<file path="src/rtl/camera_pkg.sv">
// Shared definitions for the camera pixel-bus emulator and the colour path.
// Contents:
//   - RGB332 / RGB565 widths and a few reference RGB332 colours
//   - frame-sequencer state encoding
//   - line_clks(): byte clocks per line (active bytes plus blanking)
//   - cnt_width(): counter width for a 0..n-1 counter, never below one bit
package camera_pkg;

  localparam int RGB332_W = 8;
  localparam int RGB565_W = 16;

  localparam logic [RGB332_W-1:0] RGB332_RED   = 8'hE0;
  localparam logic [RGB332_W-1:0] RGB332_GREEN = 8'h1C;
  localparam logic [RGB332_W-1:0] RGB332_BLUE  = 8'h03;
  localparam logic [RGB332_W-1:0] RGB332_WHITE = 8'hFF;
  localparam logic [RGB332_W-1:0] RGB332_BLACK = 8'h00;

  localparam logic [2:0] ST_IDLE   = 3'd0;
  localparam logic [2:0] ST_VS     = 3'd1;
  localparam logic [2:0] ST_VBACK  = 3'd2;
  localparam logic [2:0] ST_ACTIVE = 3'd3;
  localparam logic [2:0] ST_VFRONT = 3'd4;

  // Each pixel goes out as two bytes, followed by the horizontal blank.
  function automatic int line_clks(input int h_active, input int h_blank);
    return 2 * h_active + h_blank;
  endfunction

  function automatic int cnt_width(input int n);
    return (n > 1) ? $clog2(n) : 1;
  endfunction

endpackage

</file>
<file path="src/rtl/rgb332_to_rgb565.sv">
// Combinational RGB332 -> RGB565 expander. Each channel is widened by
// replicating its top bits into the new low bits so full-scale stays
// full-scale (7 -> 31/63, 3 -> 31).
// Ports:
//   pix     in  8   RGB332 pixel {r[2:0], g[2:0], b[1:0]}
//   rgb565  out 16  RGB565 word {R5, G6, B5}
module rgb332_to_rgb565
  import camera_pkg::*;
(
  input  logic [RGB332_W-1:0] pix,
  output logic [RGB565_W-1:0] rgb565
);

  logic [2:0] r3;
  logic [2:0] g3;
  logic [1:0] b2;

  assign r3 = pix[7:5];
  assign g3 = pix[4:2];
  assign b2 = pix[1:0];

  assign rgb565 = {r3, r3[2:1], g3, g3, b2, b2, b2[1]};

endmodule

</file>
<file path="src/rtl/camera_stream_tx.sv">
// OV7670-style pixel bus source. Reads an RGB332 frame from a synchronous
// pixel RAM (one-cycle read latency), expands each pixel to RGB565 and emits
// it as two bytes, high byte first, framed by VSYNC and HREF.
//
// Frame: VS (VSYNC_LINES) -> VBACK (V_BACK) -> ACTIVE (V_ACTIVE) ->
// VFRONT (V_FRONT) -> one IDLE clock with FRAME_DONE -> VS again if EN.
// Every line is LINE_CLKS = 2*H_ACTIVE + H_BLANK clocks. All phase line
// counts must be >= 1 and H_BLANK >= 2 (pixel 0 is fetched inside the blank).
//
// Ports:
//   CLK         in   pixel clock, all outputs change on its rising edge
//   RST_N       in   asynchronous active-low reset
//   EN          in   frame request, sampled only in IDLE
//   RD_DATA     in   RGB332 pixel, valid one clock after RD_X/RD_Y
//   RD_X, RD_Y  out  registered RAM column / row address
//   DATA_OUT    out  byte bus, 0 whenever HREF is low
//   HREF        out  high for the 2*H_ACTIVE byte clocks of an active line
//   VSYNC       out  high during the vsync interval
//   BUSY        out  high from frame start to the last VFRONT clock
//   FRAME_DONE  out  one-clock pulse right after the last VFRONT clock
//   dbg_state   out  sequencer state (camera_pkg ST_* encoding)
//
// Read pipeline for pixel x of a line, counted in edges:
//   edge E-2 : address registered on RD_X/RD_Y
//   edge E-1 : RAM registers RD_DATA
//   edge E   : high byte driven from the expanded RD_DATA, word held
//   edge E+1 : low byte driven from the held word
module camera_stream_tx
  import camera_pkg::*;
#(
  parameter int H_ACTIVE    = 176,
  parameter int V_ACTIVE    = 144,
  parameter int H_BLANK     = 16,
  parameter int VSYNC_LINES = 3,
  parameter int V_BACK      = 17,
  parameter int V_FRONT     = 10
) (
  input  logic                CLK,
  input  logic                RST_N,
  input  logic                EN,
  input  logic [RGB332_W-1:0] RD_DATA,
  output logic [14:0]         RD_X,
  output logic [14:0]         RD_Y,
  output logic [7:0]          DATA_OUT,
  output logic                HREF,
  output logic                VSYNC,
  output logic                BUSY,
  output logic                FRAME_DONE,
  output logic [2:0]          dbg_state
);

  localparam int LINE_CLKS = line_clks(H_ACTIVE, H_BLANK);
  localparam int MAX_LINES_A = (VSYNC_LINES > V_BACK) ? VSYNC_LINES : V_BACK;
  localparam int MAX_LINES_B = (V_ACTIVE > V_FRONT) ? V_ACTIVE : V_FRONT;
  localparam int MAX_LINES = (MAX_LINES_A > MAX_LINES_B) ? MAX_LINES_A : MAX_LINES_B;
  localparam int COL_W  = cnt_width(LINE_CLKS);
  localparam int LINE_W = cnt_width(MAX_LINES);

  logic [2:0]          state;
  logic [COL_W-1:0]    col_cnt;
  logic [LINE_W-1:0]   line_cnt;
  logic [RGB565_W-1:0] pix_word;

  logic [2:0]          nxt_state;
  logic [COL_W-1:0]    nxt_col;
  logic [LINE_W-1:0]   nxt_line;
  logic                done_set;
  logic [LINE_W-1:0]   last_line;
  logic [2:0]          phase_next;
  logic                line_end;

  logic [RGB565_W-1:0] rgb_word;
  logic                hi_slot;
  logic                lo_slot;
  logic                row0_issue;
  logic                next_pix_issue;

  rgb332_to_rgb565 u_expand (
    .pix    (RD_DATA),
    .rgb565 (rgb_word)
  );

  assign line_end = (col_cnt == COL_W'(LINE_CLKS - 1));

  // Length and successor of the phase currently being played.
  always_comb begin
    last_line  = LINE_W'(V_FRONT - 1);
    phase_next = ST_IDLE;
    case (state)
      ST_VS: begin
        last_line  = LINE_W'(VSYNC_LINES - 1);
        phase_next = ST_VBACK;
      end
      ST_VBACK: begin
        last_line  = LINE_W'(V_BACK - 1);
        phase_next = ST_ACTIVE;
      end
      ST_ACTIVE: begin
        last_line  = LINE_W'(V_ACTIVE - 1);
        phase_next = ST_VFRONT;
      end
      default: begin
        last_line  = LINE_W'(V_FRONT - 1);
        phase_next = ST_IDLE;
      end
    endcase
  end

  always_comb begin
    nxt_state = state;
    nxt_col   = col_cnt;
    nxt_line  = line_cnt;
    done_set  = 1'b0;
    if (state == ST_IDLE) begin
      nxt_col  = '0;
      nxt_line = '0;
      if (EN) nxt_state = ST_VS;
    end else if (state > ST_VFRONT) begin
      nxt_state = ST_IDLE;
      nxt_col   = '0;
      nxt_line  = '0;
    end else if (line_end) begin
      nxt_col = '0;
      if (line_cnt == last_line) begin
        nxt_line  = '0;
        nxt_state = phase_next;
        // Leaving VFRONT lands in IDLE for one clock, so FRAME_DONE can
        // never share an edge with the next VS entry.
        done_set  = (state == ST_VFRONT);
      end else begin
        nxt_line = line_cnt + LINE_W'(1);
      end
    end else begin
      nxt_col = col_cnt + COL_W'(1);
    end
  end

  // Byte slots and fetch slots are decoded from the values the counters
  // take on this edge, so the registered outputs line up with them.
  assign hi_slot = (nxt_state == ST_ACTIVE) && (nxt_col < COL_W'(2 * H_ACTIVE)) && !nxt_col[0];
  assign lo_slot = (nxt_state == ST_ACTIVE) && (nxt_col < COL_W'(2 * H_ACTIVE)) && nxt_col[0];

  // Pixel 0 of the coming active line is fetched two clocks before line end.
  assign row0_issue = (nxt_col == COL_W'(LINE_CLKS - 2)) &&
                      (((nxt_state == ST_VBACK) && (nxt_line == LINE_W'(V_BACK - 1))) ||
                       ((nxt_state == ST_ACTIVE) && (nxt_line < LINE_W'(V_ACTIVE - 1))));

  // Pixel x+1 is fetched on pixel x's high-byte edge; none after the last.
  assign next_pix_issue = hi_slot && (nxt_col < COL_W'(2 * H_ACTIVE - 2));

  always_ff @(posedge CLK or negedge RST_N) begin
    if (!RST_N) begin
      state      <= ST_IDLE;
      col_cnt    <= '0;
      line_cnt   <= '0;
      pix_word   <= '0;
      DATA_OUT   <= '0;
      RD_X       <= '0;
      RD_Y       <= '0;
      FRAME_DONE <= 1'b0;
    end else begin
      state      <= nxt_state;
      col_cnt    <= nxt_col;
      line_cnt   <= nxt_line;
      FRAME_DONE <= done_set;

      if (hi_slot) begin
        DATA_OUT <= rgb_word[15:8];
        pix_word <= rgb_word;
      end else if (lo_slot) begin
        DATA_OUT <= pix_word[7:0];
      end else begin
        DATA_OUT <= '0;
      end

      if (row0_issue) begin
        RD_X <= '0;
        RD_Y <= (nxt_state == ST_VBACK) ? 15'd0 : 15'(nxt_line) + 15'd1;
      end else if (next_pix_issue) begin
        RD_X <= 15'(nxt_col[COL_W-1:1]) + 15'd1;
        RD_Y <= 15'(nxt_line);
      end
    end
  end

  assign VSYNC     = (state == ST_VS);
  assign BUSY      = (state != ST_IDLE);
  assign HREF      = (state == ST_ACTIVE) && (col_cnt < COL_W'(2 * H_ACTIVE));
  assign dbg_state = state;

endmodule

</file>
<file path="config.mk">
export PLATFORM = sky130hd
export DESIGN_NAME = camera_stream_tx
export DESIGN_NICKNAME = d
export VERILOG_FILES = /design/src/rtl/camera_pkg.sv /design/src/rtl/rgb332_to_rgb565.sv /design/src/rtl/camera_stream_tx.sv
export SDC_FILE = /design/constraint.sdc
export NUM_CORES = 1
export LEC_CHECK = 0
export ABC_AREA = 1
export CELL_PAD_IN_SITES_DETAIL_PLACEMENT = 1
export CELL_PAD_IN_SITES_GLOBAL_PLACEMENT = 2
export CORE_UTILIZATION = 27
export CTS_CLUSTER_SIZE = 12
export DETAILED_ROUTE_END_ITERATION = 12
export PLACE_DENSITY = 0.78
export SLEW_MARGIN = 30
export SYNTH_ARGS = -nofsm -noshare
export SYNTH_HDL_FRONTEND = slang
export SYNTH_HIERARCHICAL = 1
export SYNTH_SLANG_ARGS = --single-unit
</file>
<file path="constraint.sdc">
create_clock -name CLK -period 2.6 [get_ports CLK]
set_input_delay 0.52 -clock CLK [delete_from_list [all_inputs] [get_ports CLK]]
set_output_delay 0.52 -clock CLK [all_outputs]
set_load 0.01 [all_outputs]
</file>
## After elaboration in Yosys (flattened, before gate mapping)

Cells that the tools add are included.

- $add $sub $neg: 4
- Reductions and logical operators: 13
- Multiplexer cells: 25
- Order comparisons: 5
- Eq/ne operators: 10

Operator list:

| cell | number |
|---|---|
| 15-bit two-way mux | 4 |
| 8-bit two-way mux | 6 |
| 9-bit two-way mux | 4 |
| 9-bit < comparator, second input constant | 3 |
| 8-bit one-hot mux with 3 select lines | 1 |
| 8-bit by 1-bit adder with 9-bit output, second input constant | 2 |
| 9-bit equality test, second input constant | 2 |
| 3-bit two-way mux | 5 |
| 3-bit by 2-bit equality test with 1-bit output, second input constant | 4 |
| 9-bit by 1-bit adder with 9-bit output, second input constant | 1 |
| 3-bit one-hot mux with 3 select lines | 1 |
| 8-bit by 1-bit adder with 8-bit output, second input constant | 1 |
| 8-bit by 5-bit equality test with 1-bit output, second input constant | 1 |
| 8-bit equality test | 1 |
| 1-bit logical AND | 8 |
| 8-bit < comparator, second input constant | 1 |
| 1-bit two-way mux | 4 |
| 3-bit by 1-bit equality test with 1-bit output, second input constant | 1 |
| 3-bit equality test, second input constant | 1 |
| 3-bit > comparator, second input constant | 1 |
| 3-bit zero test | 1 |
| 3-bit nonzero test | 1 |
| 2-bit nonzero test | 1 |
| 1-bit zero test | 1 |
| 1-bit logical OR | 1 |

- Bits in registers: 67
- Output and inout bits: 45
- Bits of input ports: 11
- Logic and storage cells: 65

## Logic depth before layout (Yosys ltp)

Gate-level depths: netlist (run 1).

- Depth in word-level cells: 13
- Mapped depth: 23
- Depth with buffers taken out: 23

## Modules after synthesis

Netlist (run 1), hierarchy kept.

By module, submodules not included:

| module | instances | area an instance (sq um) | sequential area each (sq um) | cells each |
|---|---|---|---|---|
| camera_stream_tx | 1 | 3417.0 | 1376.3 | 477 |
| rgb332_to_rgb565 | 1 | 120.1 | 0.0 | 16 |

## Worst setup path after synthesis (run 1)

Ideal clock, no wire load.

- Path kind: reg2reg
- Start point: register col_cnt[0]
- End point: register RD_X[4]
- Path slack: -0.006 ns
- Path buffers: 0
- Data arrival time: 2.491 ns
- Required time: 2.485 ns
- Stages on the path, launching flop included: 22
- Setup time: 0.115 ns
- Period minus slack after synthesis: 2.606 ns
- Cell sequence: dfrtp_1 ha_1 nand3_2 nor2_2 nand2_2 inv_2 nand4_2 nand4_1 inv_1 ha_1 inv_1 nor2_1 nand2_1 nand2_1 nand2_1 nand2_1 nor2_4 nand2_4 nand2_4 nor2_1 nor2_1 inv_1

- Cells in the longest elaborated chain, start to end: 9
- Elaborated cells between the ends (all ways): 30
- Those cells by class: 2 x add/sub; 3 x order compare; 5 x eq/ne; 11 x mux; 9 x reduce/logical

RTL lines:

| item | line | source |
|---|---|---|
| start, declared | camera_stream_tx.sv:60 | `logic [COL_W-1:0] col_cnt;` |
| start signal, assigned | camera_stream_tx.sv:163 | `col_cnt <= nxt_col;` |
| 9-bit equality test * | camera_stream_tx.sv:83 | `assign line_end = (col_cnt == COL_W'(LINE_CLKS - 1));` |
| 8-bit two-way mux * | camera_stream_tx.sv:122 | `end else if (line_end) begin` |
| 8-bit two-way mux * | camera_stream_tx.sv:118 | `end else if (state > ST_VFRONT) begin` |
| 8-bit two-way mux * | camera_stream_tx.sv:114 | `if (state == ST_IDLE) begin` |
| net nxt_line[0] | camera_stream_tx.sv:66 | `logic [LINE_W-1:0] nxt_line;` |
| 8-bit < comparator / 8-bit by 5-bit equality test with 1-bit output (equally long branches) | camera_stream_tx.sv:146, camera_stream_tx.sv:145 |  |
| 1-bit logical AND, on equally long branches | camera_stream_tx.sv:146, camera_stream_tx.sv:145 |  |
| 1-bit logical OR * | camera_stream_tx.sv:145 | `(((nxt_state == ST_VBACK) && (nxt_line == LINE_W'(V_BACK - 1))) \|\|` |
| 1-bit logical AND * | camera_stream_tx.sv:144 | `assign row0_issue = (nxt_col == COL_W'(LINE_CLKS - 2)) &&` |
| 15-bit two-way mux / 2-bit nonzero test (equally long branches) | -- |  |
| end signal, assigned | camera_stream_tx.sv:180 | `RD_X <= 15'(nxt_col[COL_W-1:1]) + 15'd1;` |
| end, declared | camera_stream_tx.sv:42 | `output logic [14:0] RD_X,` |

The timed path passes the listed nets; every way through them passes the cells marked *. The select of a mux whose other input is x is not followed.
A chain may end at the register's enable or synchronous reset.

## Worst setup path in the final report (run 1)

- Start point: register state[0] (netlist: dbg_state[0])
- End point: register RD_Y[3]

- Elaborated cells between the ends (all ways): 39
- Those cells by class: 1 x add/sub; 4 x order compare; 8 x eq/ne; 16 x mux; 10 x reduce/logical

RTL lines:

| item | line | source |
|---|---|---|
| start, declared | camera_stream_tx.sv:59 | `logic [2:0] state;` |
| start signal, assigned | camera_stream_tx.sv:162 | `state <= nxt_state;` |
| 3-bit > comparator | camera_stream_tx.sv:118 |  |
| 9-bit two-way mux | camera_stream_tx.sv:118 |  |
| 9-bit two-way mux * | camera_stream_tx.sv:114 |  |
| net nxt_col[1] | camera_stream_tx.sv:65 | `logic [COL_W-1:0] nxt_col;` |
| 9-bit < comparator | camera_stream_tx.sv:140 | `assign hi_slot = (nxt_state == ST_ACTIVE) && (nxt_col < COL_W'(2 * H_ACTIVE)) && !nxt_col[0];` |
| 1-bit logical AND (2 in a row) | camera_stream_tx.sv:140 |  |
| 1-bit logical AND | camera_stream_tx.sv:149 | `assign next_pix_issue = hi_slot && (nxt_col < COL_W'(2 * H_ACTIVE - 2));` |
| 2-bit nonzero test (no source line) | -- |  |
| end signal, assigned | camera_stream_tx.sv:178 | `RD_Y <= (nxt_state == ST_VBACK) ? 15'd0 : 15'(nxt_line) + 15'd1;` |
| end signal, assigned | camera_stream_tx.sv:181 | `RD_Y <= 15'(nxt_line);` |
| end, declared | camera_stream_tx.sv:43 | `output logic [14:0] RD_Y,` |

Marks and branches as above.

==> results.txt, run 1 <==
Post-synthesis compound-gate area fraction: 2.83%. The run gives 136 as the starting DRC count in detailed routing. The largest individual stage delay along the critical path comes from the cell dfrtp_2. The worst setup path is of the reg -> reg kind.

After Yosys synthesis, and, or, nand and nor cells account for 41.1% of the synthesized area. Synthesis produced a netlist whose cell count is 493. The run gives 10.7 mm as the total wirelength of the detailed-routed design.

By area, the combinational part of the netlist is dominated by simple AND/OR/NAND/NOR gates. The clock network is responsible for 31.2% of the overall power. The library cell with the highest instance count after synthesis was nand2_1.

The fraction of synthesis flops using an asynchronous set or reset pin is 100%. In the final layout, the share of cells above drive strength 1 is 31.5%. The run gives 40.6% as the final core utilization. The number of antenna violations at the first check in global routing is 0. Buffers inserted to repair hold after CTS numbered 0. The number of detailed-route iterations in the first pass is 4, and the count of input and output buffers is 43. IR analysis of the VDD net gives a maximum drop of 0.000330 V. The floorplan step defined a core boundary enclosing 0.0127 sq mm. The total clock sinks is 55. The synthesized netlist contains 35 unique library cells. The maximum frequency from static timing analysis was 380 MHz; the largest net degree at the start of global routing was 32. For the switching component of the power, the log shows 859 uW. The critical path contains buffers and inverters numbering 6 combined. The number of DRC violations after detailed routing was 0; the final number of hold-violating endpoints was 0. Ranked by instance count, the synthesized netlist is headed by nand2_1 (158), dfrtp_1 (55), inv_1 (55). The proportion of netlist area held by the largest area contributor came out at 38.9%. Sorting the synthesized cells by area gives the leading types as dfrtp_1 (39%), nand2_1 (17%), nand3_1 (7.6%). The clock tree buffer depth came out at 2. Data arrives at the worst endpoint at 2.82 ns. The cell leakage power is 0.00266 uW. The run finished, with violations left. 56 I/O pins were placed. The average instance in the mapped netlist occupies 7.17 sq um. Summed over all failing endpoints, the final setup total negative slack is -0.140 ns. The run gives 0 as the number of pins exceeding their max-slew limit in the final report.

At the pin with the least slew margin, the transition time is 0.669 ns. The worst hold path belongs to the class in -> async. Row generation in the floorplan step produced 41 rows. The cell area reported after detailed placement is 0.00440 sq mm. The count of antenna diodes in the layout came out at 0. The floorplan step defined a die boundary enclosing 0.0136 sq mm. In this run the register-to-register setup slack is -0.03 ns. The first global-routing pass estimated 16.9 mm of wire. Remaining global-route overflow: 0. The area of the mapped netlist was 0.00354 sq mm.

For this run, the total global-route usage over all layers was measured as 15.9%. The synthesized netlist devotes 1.77% of its cell area to adder and majority cells. After routing the design area is 0.00514 sq mm. The final reports fail on negative setup slack. The wire length per cell after detailed routing is 13.9 um.

Setup repair after global routing could not meet its margin everywhere. Among all flip-flop cells after synthesis, the most frequent one is dfrtp_1. Counting flops and latches in the post-synthesis netlist gives 55.

The horizontal die dimension was 116 um; the number of nets in the finished design was 612. Setup violations remaining at the end of the flow were counted as 8. At the end of routability-driven placement, the weighted congestion stood at 0.884. The data required time at the worst endpoint is 2.80 ns, and the number of cells on the worst reg-to-reg path is 21.

Terminus of the critical flop-to-flop path: RD_Y[3]$_DFFE_PN0P_. On the worst path, the slowest cell contributes a delay of 0.47 ns. The power density of the placed cells came out at 505 mW/mm^2.

TritonCTS built the clock tree. Dividing the final minimum period by the clock period gives 101%. The synthesized design contains 0 enable-type register cells.

The worst pin sits at a relative slew slack of 55.4%. Dividing the detail-routed via count by the number of cells gives 4.43. The detailed placement HPWL was 7.84 mm.

Post-synthesis mux area share: 0%. Cell type with the largest total area after synthesis: dfrtp_1. In this run the critical register-to-register path is launched from dbg_state[0]$_DFF_PN0_. The most used cell along the critical path was nand2_4.

The design internal power came out at 1740 uW. At the later pin of the worst-skew pair, clock insertion delay measures 0.30 ns. The count of nets left with antenna violations once routing finished came out at 0. In this run, CTS created clock tree buffers numbering 5. Combinational logic burns 31.1% of the power. The number of global-route vias before repair was 3449; the sequential cell fraction of total power was 37.7%. The final setup slack of the worst path was -0.0295 ns; the worst clock skew was 0.0104 ns.

The tree is rooted in a clkbuf_16. The CTS clock-pin slew for the worst setup and hold paths is 0.08 ns. The portion of the post-synthesis area used by sequential elements is 38.9%, and the largest fanout on the critical path is 7. After Yosys synthesis, XOR and XNOR cells account for 1.49% of the synthesized area. The number of warnings reported in the yosys synthesis log came out at 6. Among cell families on the critical path, the largest total delay comes from simple AND/OR/NAND/NOR gates.

Sort of element at the start of the critical path: a flop. The fraction of power spent switching nets is 33.0%. For this configuration, the core starts out at a cell density of 27.9%. The floorplan step set the die height to 116 um.

The worst setup path is captured at a flop. Max-cap violations in this run came to 0. The routed layout has 3409 vias. The signal on the critical path passes through buf_12 > nor2_8 > buf_12 > nor2_4 > nor2_8 > nand2_4 > inv_4 > nand2_4 > inv_4 > ha_4 > and2_4 > nand2_4 > inv_2 > nand2_2 > nor3_2 > nand2_1 > nand2_4 > buf_4 > nand2_4 > nand3_1 > nand2_1. Synthesis-to-layout area growth: 45.5%. The routed design could run at a clock period as short as 2.63 ns.

The run gives 2 as the level count of the clock H-tree.
[flip-flops by register name (all words and copies together), names as in the netlist]
register / count
RD_X: 9
DATA_OUT: 8
line_cnt: 8
pix_word: 8
dbg_state: 3
RD_Y: 9
FRAME_DONE: 1
col_cnt: 9
[per-layer routing]
layer | vias to the layer above | global-route usage, % | share of wire [%]
met4 | 0 | 4.02 | 0.91
met3 | 7 | 3.06 | 3.3
li1 | 1707 | - | -
met5 | - | 0 | 0
met2 | 46 | 27.3 | 50
met1 | 1649 | 20.5 | 46
[worst max path at each step]
stage	cells past startpoint	startpoint	slack, ns	end
after CTS	20	dbg_state[1]$_DFF_PN0_	0.001	RD_X[3]$_DFFE_PN0P_
after global routing	21	dbg_state[2]$_DFF_PN0_	-0.22	RD_X[5]$_DFFE_PN0P_
after floorplan	22	dbg_state[0]$_DFF_PN0_	0.006	RD_X[4]$_DFFE_PN0P_
after global placement	15	dbg_state[0]$_DFF_PN0_	-0.13	RD_X[1]$_DFFE_PN0P_
after detailed placement	15	dbg_state[0]$_DFF_PN0_	-0.22	RD_X[1]$_DFFE_PN0P_
final	21	dbg_state[0]$_DFF_PN0_	-0.03	RD_Y[3]$_DFFE_PN0P_
[per-stage QoR]
step / instances / power, uW / worst slack (ns) / hold WS [ns]
2_1_floorplan: 504 / 1380 / 0.00598 / 0.224
3_3_place_gp: 734 / 1620 / -0.131 / 0.458
3_5_place_dp: 734 / 1640 / -0.217 / 0.460
4_1_cts: 747 / 2450 / 0.00101 / 0.271
5_1_grt: 769 / 2740 / -0.217 / 0.295
6_report: 769 / 2600 / -0.0295 / 0.245
[area by class of cell]
type                            instances  area, sq um
Fill cell                            1539         7530
Multi-Input combinational cell        353         2020
Timing Repair Buffer                  118         1100
Sequential cell                        55         1380
Clock buffer                            5          125
Tap cell                              172          215
Clock inverter                          3         46.3
Inverter                               63          258
[repair_timing]
item	CTS	global route
pin swaps	11	36
buffers inserted	5	22
gates cloned	0	1
setup endpoints to repair	26	26
gates resized for setup	24	76
[power by group through the flow]
| stage | clock network [uW] | registers (uW) | logic (uW) |
|---|---|---|---|
| 3_3_place_gp | 0 | 992 | 624 |
| 4_1_cts | 823 | 979 | 652 |
| 6_report | 810 | 980 | 809 |
| 2_1_floorplan | 0 | 982 | 394 |
| 3_5_place_dp | 0 | 996 | 642 |
| 5_1_grt | 857 | 988 | 892 |
[cell usage in the layout, fill, tap and decap left out, drive strengths merged]
master / instances
o22ai: 1
xor2: 4
clkbuf: 5
o21ai: 7
buf: 76
o21bai: 2
nor2: 64
and2: 1
nand3b: 3
nand4: 12
dfrtp: 55
or2: 2
nand2: 166
a21oi: 8
nor4: 1
clkinvlp: 2
conb: 12
clkdlybuf4s50: 42
inv: 63
ha: 5
xnor2: 2
bufinv: 1
nor3: 8
nand3: 55
[cells by family after synthesis]
group / after synthesis
flops: 55
other cells: 1
buf+inv: 97
fa+ha+maj: 5
xor+xnor: 6
simple gates: 311
compound gates: 18
No activity file was read; power rests on OpenSTA's default activity.
==> inputs of run 2 (changes only) <==
--- a/config.mk
+++ b/config.mk
@@ -6,6 +6,7 @@
 export NUM_CORES = 1
 export LEC_CHECK = 0
 export ABC_AREA = 1
+export CAP_MARGIN = 20
 export CELL_PAD_IN_SITES_DETAIL_PLACEMENT = 1
 export CELL_PAD_IN_SITES_GLOBAL_PLACEMENT = 2
 export CORE_UTILIZATION = 27
==> results of run 2 <==
Final layout, timing and power as in run 1 (identical DEF).
==> inputs of run 3 (changes only) <==
--- a/config.mk
+++ b/config.mk
@@ -13,7 +13,8 @@
 export CTS_CLUSTER_SIZE = 12
 export DETAILED_ROUTE_END_ITERATION = 12
 export PLACE_DENSITY = 0.78
-export SLEW_MARGIN = 30
+export SETUP_SLACK_MARGIN = 0.5
+export SLEW_MARGIN = 20
 export SYNTH_ARGS = -nofsm -noshare
 export SYNTH_HDL_FRONTEND = slang
 export SYNTH_HIERARCHICAL = 1
==> run 3 against run 2 <==
The flow still finishes with violations (negative setup slack). Routed wire length up 6.9%. Sequential power about the same. Critical path type unchanged. Non-clock buffer count rose by 13. First-iteration DRC count fell by 41%. Clock skew is 0.0011 ns higher. Power is 3.5% lower. Sequential cell count stayed put. Utilization up 2.8 points. Hold slack worse by 0.023 ns. Register-to-register slack got worse by 0.03 ns.
==> results.txt, run 3 (synthesis gave the netlist of run 1 again) <==
The flow ran to the end, but the final reports show violations. The final reports fail on negative setup slack. The number of pins exceeding their max-slew limit in the final report came out at 0. The count of antenna diodes in the layout is 0, and the maximum frequency from static timing analysis is 377 MHz. At the pin with the least slew margin, the transition time is 0.625 ns. Critical setup path kind: reg -> reg. After the first detailed-routing iteration, the DRC count stood at 80. In the layout the commonest cells are nand2_1 (117), buf_4 (67), dfrtp_1 (52). Of the total power, registers draw 39.1%. The remaining global-route overflow came out at 0. Net switching is 34.6% of the power. Setup repair after global routing could not meet its margin everywhere. After detailed routing, the number of vias per cell comes to 4.47. The tools report the number of routed nets with antenna violations as 0. The final critical path takes up 102% of the cycle.

Along the worst path, the maximum fanout reaches 5. The number of vias in the routed layout is 3496, and the horizontal die dimension is 116 um. The total wirelength of the detailed-routed design was 11.4 mm; the remaining max-slew budget at the tightest pin was 58.3%. On the final layout, the worst clock skew is 0.0115 ns. The combinational power share was 31.4%. Final setup slack of the worst path: -0.0552 ns.

The sort of element at the end of the critical path was a flop. In the final layout, flip-flops and latches occupy 0.00138 sq mm. Summed over all nets, the switching power comes to 867 uW.

After clock tree synthesis, the clock-pin slew on the worst setup and hold paths is 0.08 ns. The largest registers in the layout are RD_X: 9 flops, RD_Y: 9 flops, col_cnt: 9 flops. The multi-input combinational cells in the finished layout cover a total of 0.00223 sq mm.

At the placement stage, the worst setup path has a slack of -0.151 ns. The logs give 0.00284 uW for the cell leakage power and 0.0127 sq mm for the placeable core area. TritonCTS built the clock tree. The data required time at the worst endpoint was 2.79 ns; the die outline height was 116 um.

The synthesis-to-layout area growth was 55.4%; the number of global-route vias before repair was 3613. After detailed routing, the number of remaining DRC violations is 0. The root buffer cell was clkbuf_16. For the final routed database, the setup TNS stands at -0.170 ns. Level count of the clock H-tree: 2. IR analysis of the VDD net gives a maximum drop of 0.000252 V.

Setup violations remaining at the end of the flow were counted as 12. The later pin in the worst-skew pair is clocked with a latency of 0.31 ns. The count of input and output buffers is 43, and the clock tree buffer depth is 2. The filler cells instantiated in the layout total 1538.

For this design the top-level I/O count stands at 56. The number of nets in the finished design is 625. The worst setup path is launched from a flop.

The detailed placement HPWL was 8.13 mm; the power density of the placed cells was 456 mW/mm^2. The final number of hold-violating endpoints is 0. The most common library cell in the layout ignoring fill and taps was nand2_1.

For the number of antenna violations at the first check in global routing, the log shows 0. The wire length per cell after detailed routing was 14.6 um; the number of detailed-route iterations in the first pass was 4. The fraction of layout instances using a drive strength above 1 was 39.5%. The critical path data arrival time came out at 2.85 ns. The largest net degree at the start of global routing is 34, and the number of maximum-capacitance violations is 0.

The die area is 0.0136 sq mm. Internal power comes to 1640 uW. The total clock sinks is 55. At the end of routability-driven placement, the weighted congestion stood at 0.892. For this configuration, the core starts out at a cell density of 27.9%. The initialized floorplan defines 41 standard-cell rows.

Global routing used 16.6% of the available tracks. In this run the worst hold path is classified as in -> async. The share of total power dissipated in the clock network is 29.5%. The first global-routing pass estimated 17.4 mm of wire. The shortest period the worst path allows was 2.66 ns. The run gives 5 as the TritonCTS buffer count.
[run 3: worst paths after layout]
check,from,endpoint,slack [ns],cells after the start
min,RST_N,line_cnt[6]$_DFF_PN0_,0.22,1
min reg2reg,pix_word[0]$_DFFE_PN0P_,pix_word[0]$_DFFE_PN0P_,0.48,2
max,dbg_state[2]$_DFF_PN0_,RD_X[5]$_DFFE_PN0P_,-0.06,22
max reg2reg,dbg_state[2]$_DFF_PN0_,RD_X[5]$_DFFE_PN0P_,-0.06,22
max in group asynchronous,RST_N,DATA_OUT[6]$_DFF_PN0_,1.78,2
min in group CLK,pix_word[0]$_DFFE_PN0P_,pix_word[0]$_DFFE_PN0P_,0.48,2
[run 3: layer usage]
| layer | vias up | global-route usage (%) | routed length (um) |
|---|---|---|---|
| li1 | 1737 | - | - |
| met1 | 1703 | 20.2 | 4870 |
| met2 | 44 | 29.4 | 6050 |
| met3 | 12 | 3.17 | 367 |
| met4 | 0 | 4.96 | 163 |
| met5 | - | 0 | 0 |
[run 3: timing repair]
| action | 4_1_cts | 5_1_grt |
|---|---|---|
| pin swaps | 1 | 50 |
| gates resized for setup | 26 | 118 |
| setup buffers | 9 | 21 |
| endpoints found under the setup margin | 38 | 37 |
| hold buffers | 0 | 0 |
| gates cloned | 0 | 4 |
[run 3: cell type report]
class | count | share of cell area, %
multi-input combinational | 353 | 40.5
inverter | 63 | 4.78
sequential | 55 | 25.1
clock buffer | 5 | 2.28
timing repair buffer | 131 | 22.8
clock inverter | 3 | 0.569
tap | 172 | 3.92
[run 3: power groups by stage]
stage	Clock [uW]	Combinational (uW)	Sequential, uW
after global placement	0	627	994
after detailed placement	0	651	997
after global routing	793	870	993
after floorplan	0	413	983
final	741	787	982
after CTS	763	673	979
[run 3: worst max-delay path, cell delays in order, from the launching register on]
cell and delay, ns:
dfrtp_2 0.46, buf_4 0.17, nor2_4 0.14, nand2_2 0.09, nand2_4 0.10, nand3_2 0.09
nor2_4 0.14, nor2_1 0.06, nand2_1 0.08, nand2_2 0.11, ha_4 0.18, inv_2 0.05
nor2_2 0.03, nand2_2 0.08, nand2_2 0.06, nand2_2 0.06, nand2_2 0.07, nor2_4 0.15
nand2_4 0.13, nand2_8 0.11, nor2_2 0.04, nor2_1 0.11, inv_1 0.05
[run 3: metrics by stage]
| stage | utilization (%) | area [sq um] | std cells | power (uW) | hold slack, ns |
|---|---|---|---|---|---|
| CTS | 37.9 | 4800 | 757 | 2410 | 0.251 |
| global placement | 35.6 | 4510 | 740 | 1620 | 0.457 |
| global route | 43.4 | 5500 | 782 | 2660 | 0.259 |
| floorplan | - | 3670 | 504 | 1400 | 0.224 |
| detailed placement | 35.6 | 4510 | 740 | 1650 | 0.461 |
| finish | 43.4 | 5500 | 782 | 2510 | 0.222 |
